<file path="src/rtl/hazard_unit.sv">
// Pipeline hazard unit: RAW stall detection against an EX/ME/WB write scoreboard,
// jump/branch redirect and flush sequencing, drain-and-halt control, stall/flush counters.
module hazard_unit #(
  parameter int CNT_W = 16
) (
  input  logic             Clock,
  input  logic             Reset,
  input  logic             iValidID,
  input  logic             iRdA,
  input  logic             iRdB,
  input  logic [1:0]       iSelAID,
  input  logic [1:0]       iSelBID,
  input  logic             iJmpID,
  input  logic             iBranchID,
  input  logic             iHaltReq,
  output logic             oHoldPC,
  output logic             oHoldIFID,
  output logic             oBubbleEX,
  output logic             oRedirect,
  output logic             oSquashID,
  output logic             oHalted,
  output logic [CNT_W-1:0] oStallCnt,
  output logic [CNT_W-1:0] oFlushCnt
);

  localparam logic [2:0] RUN   = 3'd0;
  localparam logic [2:0] STALL = 3'd1;
  localparam logic [2:0] FLUSH = 3'd2;
  localparam logic [2:0] DRAIN = 3'd3;
  localparam logic [2:0] HALT  = 3'd4;

  logic [2:0]       state_q, state_d;
  logic [2:0]       pA_q, pA_d, pB_q, pB_d;
  logic             jmpPend_q, jmpPend_d, haltPend_q, haltPend_d;
  logic [CNT_W-1:0] stallCnt_q, stallCnt_d, flushCnt_q, flushCnt_d;

  logic runLike, hazard, stallNow, jumpReq, haltWant;
  logic redirect, squash, halted, holdAll;

  // STALL and a HALT being released both present RUN behaviour whenever no hazard is live.
  always_comb begin
    squash   = (state_q == FLUSH);
    runLike  = (state_q == RUN) | (state_q == STALL) | ((state_q == HALT) & ~iHaltReq);
    hazard   = iValidID & ~squash & ((iRdA & (|pA_q)) | (iRdB & (|pB_q)));
    stallNow = runLike & hazard;
    jumpReq  = ((iJmpID | iBranchID) & iValidID) | jmpPend_q;
    haltWant = iHaltReq | haltPend_q;
    redirect = runLike & ~hazard & jumpReq;
    halted   = (state_q == HALT) & iHaltReq;
    holdAll  = stallNow | (state_q == DRAIN) | halted;
  end

  assign oHoldPC   = holdAll  & ~Reset;
  assign oHoldIFID = holdAll  & ~Reset;
  assign oBubbleEX = holdAll  & ~Reset;
  assign oRedirect = redirect & ~Reset;
  assign oSquashID = squash   & ~Reset;
  assign oHalted   = halted   & ~Reset;
  assign oStallCnt = stallCnt_q;
  assign oFlushCnt = flushCnt_q;

  always_comb begin
    pA_d       = {pA_q[1:0], (|iSelAID) & iValidID & ~holdAll & ~squash};
    pB_d       = {pB_q[1:0], (|iSelBID) & iValidID & ~holdAll & ~squash};
    state_d    = state_q;
    jmpPend_d  = 1'b0;
    haltPend_d = 1'b0;
    // A deferred jump or halt is remembered across the stall so neither is lost.
    if (runLike) begin
      if (hazard) begin
        state_d    = STALL;
        jmpPend_d  = jumpReq;
        haltPend_d = haltWant;
      end else if (jumpReq) begin
        state_d    = FLUSH;
        haltPend_d = haltWant;
      end else if (haltWant) begin
        state_d    = DRAIN;
      end else begin
        state_d    = RUN;
      end
    end else begin
      case (state_q)
        FLUSH:   state_d = haltWant ? DRAIN : RUN;
        DRAIN:   state_d = ((pA_q == 3'b000) && (pB_q == 3'b000)) ? HALT : DRAIN;
        HALT:    state_d = HALT;
        default: state_d = RUN;
      endcase
    end
  end

  always_comb begin
    stallCnt_d = stallCnt_q;
    flushCnt_d = flushCnt_q;
    if (stallNow && !(&stallCnt_q)) stallCnt_d = stallCnt_q + CNT_W'(1);
    if (redirect && !(&flushCnt_q)) flushCnt_d = flushCnt_q + CNT_W'(1);
  end

  always_ff @(posedge Clock) begin
    if (Reset) begin
      state_q    <= RUN;
      pA_q       <= 3'b000;
      pB_q       <= 3'b000;
      jmpPend_q  <= 1'b0;
      haltPend_q <= 1'b0;
      stallCnt_q <= '0;
      flushCnt_q <= '0;
    end else begin
      state_q    <= state_d;
      pA_q       <= pA_d;
      pB_q       <= pB_d;
      jmpPend_q  <= jmpPend_d;
      haltPend_q <= haltPend_d;
      stallCnt_q <= stallCnt_d;
      flushCnt_q <= flushCnt_d;
    end
  end

endmodule

</file>
<file path="config.mk">
export PLATFORM = sky130hd
export DESIGN_NAME = hazard_unit
export DESIGN_NICKNAME = d
export VERILOG_FILES = /design/src/rtl/hazard_unit.sv
export SDC_FILE = /design/constraint.sdc
export NUM_CORES = 1
export LEC_CHECK = 0
export CAP_MARGIN = 20
export CORE_MARGIN = 5
export CORE_UTILIZATION = 53
export DETAILED_ROUTE_END_ITERATION = 16
export PLACE_DENSITY_LB_ADDON = 0.12
export SYNTH_ARGS = -nofsm -noshare
export SYNTH_HDL_FRONTEND = slang
export SYNTH_SLANG_ARGS = --single-unit
export TNS_END_PERCENT = 5
</file>
<file path="constraint.sdc">
create_clock -name Clock -period 5.4 [get_ports Clock]
set_input_delay 1.35 -clock Clock [delete_from_list [all_inputs] [get_ports Clock]]
set_output_delay 1.35 -clock Clock [all_outputs]
set_load 0.02 [all_outputs]
</file>
Word-level counts from Yosys, hierarchy flattened
Index checks and enable logic that the tools add are counted.
{ "totals": {"reg_bits": 43, "elab_cells": 71, "input_bits": 12, "output_inout_bits": 38} }
{ "op_classes": {"bitwise": 34, "addsub": 2, "n_reduce_logical": 16, "muxes": 8, "n_eq_ne": 4} }
{ "ops": {"columns": ["cell", "count"], "rows": [
  ["adder 16 x 1 -> 16 bit, second input constant", 2],
  ["AND reduction 16 bit", 2],
  ["AND 1 bit", 20],
  ["logical NOT 3 bit", 3],
  ["one-hot mux 3 bit (3 select lines)", 1],
  ["OR reduction 3 bit", 3],
  ["bitwise OR 1 bit", 8],
  ["== test 3 x 2 -> 1 bit, second input constant", 2],
  ["2-to-1 mux 2 bit", 3],
  ["2-to-1 mux 3 bit", 2],
  ["NOT 1 bit", 6],
  ["OR reduction 2 bit", 3],
  ["== test 3 x 1 -> 1 bit, second input constant", 1],
  ["== test 3 bit, second input constant", 1],
  ["logical AND 1 bit", 3],
  ["logical NOT 1 bit", 2],
  ["2-to-1 mux 1 bit", 2]
]} }

Depth between registers and ports, before layout
Gate-level depths: netlist of run 1.
{ "depth": {"ltp_word": 10, "depth_mapped": 6, "ltp_nobuf": 6} }

Worst setup path before layout of run 1
No wires, ideal clock.
{ "synth_timing": {"path_type": "input to output", "startpoint": "input iValidID", "endpoint": "output oHoldIFID", "t_required_ps": 4050, "stages": 5, "path_buffers": 1, "arrival_time_ps": 2584, "setup_slack_ps": 1466, "cell_sequence": "o21ai_0 > o21bai_1 > a31oi_1 > nor2b_1 > buf_4"} }
{ "synth_between": {"elab_chain_cells": 6} }
{ "synth_rtl": {"columns": ["element", "line", "source"], "rows": [
  ["from (decl)", "8", "input logic iValidID,"],
  ["AND 1 bit (2 in series)", "44", "hazard = iValidID & ~squash & ((iRdA & (|pA_q)) | (iRdB & (|pB_q)));"],
  ["AND 1 bit", "45", "stallNow = runLike & hazard;"],
  ["bitwise OR 1 bit (2 in series)", "50", "holdAll = stallNow | (state_q == DRAIN) | halted;"],
  ["AND 1 bit", null, null],
  ["to (decl)", "17", "output logic oHoldIFID,"]
]} }
No other way between the ends.

Worst setup path after layout of run 1
{ "layout_timing": {"startpoint": "input iValidID", "endpoint": "output oHoldPC"} }
{ "layout_between": {"elab_chain_cells": 6} }
{ "layout_rtl": {"columns": ["element", "line", "source"], "rows": [
  ["AND 1 bit (2 in series)", "44", null],
  ["AND 1 bit", "45", null],
  ["bitwise OR 1 bit (2 in series)", "50", null],
  ["AND 1 bit", "53", "assign oHoldPC = holdAll & ~Reset;"],
  ["to (decl)", "16", "output logic oHoldPC,"]
]} }
No other way between the ends.

==> results of run 1 <==
path summary, 6_finish.rpt:
check        startpoint       endpoint  slack, ps  cells after the start
max            iValidID        oHoldPC        530                      6
min             pB_q[1]        pB_q[2]        480                      1
max reg2reg  state_q[0]  oFlushCnt[15]       3230                      6
min reg2reg     pB_q[1]        pB_q[2]        480                      1
cells in the final DEF, fill, tap and decap left out, types with 4 or more instances in the layout:
| cell type | Yosys | routed |
|---|---|---|
| sky130_fd_sc_hd__nand4_1 | 11 | 11 |
| sky130_fd_sc_hd__nor2_1 | 34 | 34 |
| sky130_fd_sc_hd__xnor2_1 | 17 | 17 |
| sky130_fd_sc_hd__and2_1 | 5 | 5 |
| sky130_fd_sc_hd__and4_1 | 5 | 5 |
| sky130_fd_sc_hd__clkbuf_8 | 0 | 7 |
| sky130_fd_sc_hd__dfxtp_1 | 43 | 43 |
| sky130_fd_sc_hd__nor2b_1 | 6 | 6 |
| sky130_fd_sc_hd__nor3_1 | 8 | 8 |
| sky130_fd_sc_hd__o2111ai_1 | 5 | 5 |
| sky130_fd_sc_hd__nand3_1 | 6 | 6 |
| sky130_fd_sc_hd__nor4_1 | 15 | 15 |
| sky130_fd_sc_hd__nand2_1 | 12 | 12 |
| sky130_fd_sc_hd__o21ai_0 | 5 | 5 |
| sky130_fd_sc_hd__clkdlybuf4s50_1 | 0 | 49 |
| sky130_fd_sc_hd__o211ai_1 | 4 | 4 |
| sky130_fd_sc_hd__and3_1 | 9 | 9 |
| sky130_fd_sc_hd__xor2_1 | 10 | 10 |
flip-flops by register name, summed over array words and instances, names as in the netlist:
name,flops
jmpPend_q,1
haltPend_q,1
oStallCnt,16
pB_q,3
oFlushCnt,16
state_q,3
pA_q,3
stage by stage:
stage	power (uW)	std cells	utilization
3_5_place_dp	451.4	330	0.6690
4_1_cts	668.5	338	0.6944
5_1_grt	695.8	338	0.6944
3_3_place_gp	449.9	330	0.6690
6_report	661.6	338	0.6944
2_1_floorplan	414.8	243	-
power by group through the flow:
stage	registers, uW	clock network [uW]	logic [uW]
2_1_floorplan	346	0	69.2
3_5_place_dp	347	0	105
3_3_place_gp	347	0	103
4_1_cts	339	224	105
5_1_grt	342	240	114
6_report	339	218	104
worst max-delay path, delay by kind of cell:
kind | cells | cell delay (ps)
AOI/OAI and AO/OA | 3 | 740
buffers and inverters | 2 | 1190
and+or+nand+nor | 1 | 240
layer usage:
| metal | up-vias | global-route usage | routed length (um) | share of wire |
|---|---|---|---|---|
| met5 | - | 0 | 0 | 0 |
| met4 | 0 | 0.05835 | 35 | 0.0073 |
| met3 | 4 | 0.03146 | 224 | 0.047 |
| met2 | 43 | 0.3098 | 2310 | 0.48 |
| met1 | 902 | 0.2602 | 2201 | 0.46 |
| li1 | 976 | - | - | - |
logic make-up after synthesis:
family                   count (synthesis)  share of synthesized area
AO/OA/AOI/OAI                           32                     0.1177
buffers and inverters                   17                    0.03355
AND/OR/NAND/NOR                        120                     0.3114
flip-flops                              43                     0.4049
adder cells (fa/ha/maj)                  2                    0.01177
multiplexers                             2                   0.009418
XOR/XNOR                                27                     0.1112
cell type report:
class | count | area (um2) | share of cell area
inverter | 2 | 7.507 | 0.002742
timing repair buffer | 52 | 513.0 | 0.1874
sequential | 43 | 860.8 | 0.3144
multi-input combinational | 183 | 1194 | 0.4360
clock buffer | 8 | 100.1 | 0.03656
tap | 50 | 62.56 | 0.02285
==> metrics.txt, run 1 <==
# TYPE chip_impl_metric gauge
chip_impl_metric{name="cts_hold_buffers",unit=""} 0
chip_impl_metric{name="power.share.clock",unit=""} 0.329
chip_impl_metric{name="drt-vias-per-instance",unit=""} 5.695
chip_impl_metric{name="timing.hold.ws",unit="ps"} 477.8
chip_impl_metric{name="syn2layout_area_growth",unit="%"} 28.78
chip_impl_metric{name="cellLeakagePower",unit="uW"} 0.0009692
chip_impl_metric{name="clock_insertion_delay_worst_skew",unit="ps"} 290
chip_impl_metric{name="ys_seq_elements",unit=""} 43
chip_impl_metric{name="cts.reportedPaths.clkPinSlew",unit="ps"} 70
chip_impl_metric{name="synthesis.instances",unit=""} 243
chip_impl_metric{name="synth.yosys.warnings",unit=""} 0
chip_impl_metric{name="tritoncts_sink_count",unit=""} 43
chip_impl_info{name="worst_setup_path_start_kind",value="primary input"} 1
chip_impl_metric{name="drv.max_cap_violation_count",unit=""} 0
chip_impl_metric{name="postRouteAntennaNets",unit=""} 0
chip_impl_metric{name="floorplan.die.width",unit="um"} 73.33
chip_impl_metric{name="dp_worst_setup_slack",unit="ps"} 537.3
chip_impl_metric{name="postSynth.asyncResetShare",unit=""} 0
chip_impl_metric{name="core_area",unit="um2"} 3943
chip_impl_metric{name="routed-via-count",unit=""} 1925
chip_impl_metric{name="place.port_buffers",unit=""} 49
chip_impl_metric{name="antenna_found_initial",unit=""} 0
chip_impl_metric{name="routed_wirelength",unit="um"} 4771
chip_impl_metric{name="pwr-share-comb",unit=""} 0.158
chip_impl_metric{name="slew_headroom",unit=""} 0.5452
chip_impl_metric{name="max_freq",unit="GHz"} 0.2053
chip_impl_info{name="dominantRegCellSynth",value="sky130_fd_sc_hd__dfxtp_1"} 1
chip_impl_metric{name="cts_setup_buffers",unit=""} 0
chip_impl_metric{name="hpwlAfterDp",unit="um"} 3459
chip_impl_metric{name="final-setup-viol-count",unit=""} 0
chip_impl_metric{name="post_synth_num_cell_types",unit=""} 41
chip_impl_metric{name="postCtsResizedCells",unit=""} 0
chip_impl_metric{name="power.switching_fraction",unit=""} 0.2584
chip_impl_info{name="cts-root-buf",value="sky130_fd_sc_hd__clkbuf_8"} 1
chip_impl_metric{name="switching_power_summed_over_all_nets",unit="uW"} 170.9
chip_impl_info{name="yosys.area.top_type",value="sky130_fd_sc_hd__dfxtp_1"} 1
chip_impl_metric{name="synth_top_area_share",unit=""} 0.4049
chip_impl_metric{name="post-route-min-period",unit="ps"} 4872
chip_impl_metric{name="drc_viols",unit=""} 0
chip_impl_info{name="synth_most_common_cell",value="sky130_fd_sc_hd__dfxtp_1"} 1
chip_impl_metric{name="die_h",unit="um"} 73.33
chip_impl_metric{name="detailedRoute.firstPassIterationCount",unit=""} 4
chip_impl_metric{name="floorplan.rows",unit=""} 23
chip_impl_metric{name="power_report.internal_total",unit="uW"} 490.7
chip_impl_metric{name="first_global_vias",unit=""} 1786
chip_impl_metric{name="max-clock-path-buffers",unit=""} 2
chip_impl_metric{name="power.share.sequential",unit=""} 0.513
chip_impl_info{name="crit_path_top_delay_cell",value="sky130_fd_sc_hd__clkdlybuf4s50_1"} 1
chip_impl_metric{name="vdd.ir_drop.worst",unit="uV"} 179.2
chip_impl_metric{name="clock_skew",unit="ps"} 6.465
chip_impl_metric{name="maximum_fanout_along_the_worst_path",unit=""} 5
chip_impl_metric{name="post_route_cells_drive_above_1_share",unit=""} 0.05556
chip_impl_metric{name="report.final.hold_viol_count",unit=""} 0
chip_impl_metric{name="design.portCount",unit=""} 50
chip_impl_info{name="synth.cells.most_frequent",value="sky130_fd_sc_hd__dfxtp_1 (43), sky130_fd_sc_hd__nor2_1 (34), sky130_fd_sc_hd__xnor2_1 (17)"} 1
chip_impl_metric{name="wire_per_inst",unit="um"} 14.12
chip_impl_metric{name="start_util",unit=""} 0.5392
chip_impl_info{name="holdCritPathClass",value="reg2reg"} 1
chip_impl_metric{name="post_dp_cell_area",unit="um2"} 2638
chip_impl_metric{name="grt_max_degree",unit=""} 25
chip_impl_info{name="rsz_0062_raised_after_global_routing",value="false"} 1
chip_impl_metric{name="syn-mean-instance-area",unit="um2"} 8.748
chip_impl_metric{name="final_cell_area_excluding_filler_cells",unit="um2"} 2738
chip_impl_metric{name="routabilityCongestion",unit=""} 0.8657
chip_impl_metric{name="finish.net_count",unit=""} 301
chip_impl_metric{name="nFillCells",unit=""} 370
chip_impl_info{name="timing.critical_path.mode_cell",value="sky130_fd_sc_hd__clkdlybuf4s50_1"} 1
chip_impl_info{name="criticalPathCategory",value="in2out"} 1
chip_impl_metric{name="synth_nets",unit=""} 257
chip_impl_info{name="endpoint_kind",value="primary output"} 1
chip_impl_metric{name="power.density",unit="nW/um2"} 241.7
chip_impl_metric{name="maximum_level_of_the_cts_h_tree",unit=""} 2
chip_impl_metric{name="ys_seq_area_frac",unit=""} 0.4049
chip_impl_metric{name="number_of_buffers_created_by_cts",unit=""} 5
chip_impl_metric{name="synth_edf_count",unit=""} 0
chip_impl_metric{name="slowest_delay",unit="ps"} 640
chip_impl_metric{name="mappedNetlistArea",unit="um2"} 2126
chip_impl_metric{name="worst_slack",unit="ps"} 528.1
chip_impl_info{name="run_status",value="completed"} 1
chip_impl_info{name="critical_path.cell_chain",value="clkdlybuf4s50_1 -> o21ai_0 -> o21bai_1 -> a31oi_1 -> nor2b_1 -> clkdlybuf4s50_1"} 1
chip_impl_info{name="synth_top_cells_by_area",value="sky130_fd_sc_hd__dfxtp_1 (40%), sky130_fd_sc_hd__xnor2_1 (7.0%), sky130_fd_sc_hd__nor2_1 (6.0%)"} 1
chip_impl_metric{name="worstMarginPinSlew",unit="ps"} 665.0
chip_impl_metric{name="dieArea",unit="um2"} 5377
chip_impl_metric{name="grt_overflow_total",unit=""} 0
chip_impl_metric{name="critical_path_required",unit="ps"} 4050
chip_impl_metric{name="inserted_diodes",unit=""} 0
chip_impl_metric{name="gr-usage-all-layers",unit=""} 0.1909
chip_impl_metric{name="setup_tns",unit="ps"} 0
chip_impl_metric{name="crit_arrival",unit="ps"} 3520
chip_impl_info{name="tritoncts",value="done"} 1
chip_impl_metric{name="detail_route.iter0.violations",unit=""} 116
chip_impl_metric{name="final_clock_period_utilization_by_the_worst_path",unit=""} 0.9022
chip_impl_metric{name="grt_first_pass_wirelength",unit="um"} 8135
chip_impl_metric{name="slew_violations",unit=""} 0
No activity file was read; power rests on OpenSTA's default activity.
==> run 2: changes to the inputs <==
--- a/config.mk
+++ b/config.mk
@@ -8,6 +8,7 @@
 export CAP_MARGIN = 20
 export CORE_MARGIN = 5
 export CORE_UTILIZATION = 53
+export CTS_CLUSTER_SIZE = 16
 export DETAILED_ROUTE_END_ITERATION = 16
 export PLACE_DENSITY_LB_ADDON = 0.12
 export SYNTH_ARGS = -nofsm -noshare
==> results of run 2 <==
Final layout, timing and power as in run 1 (identical DEF).
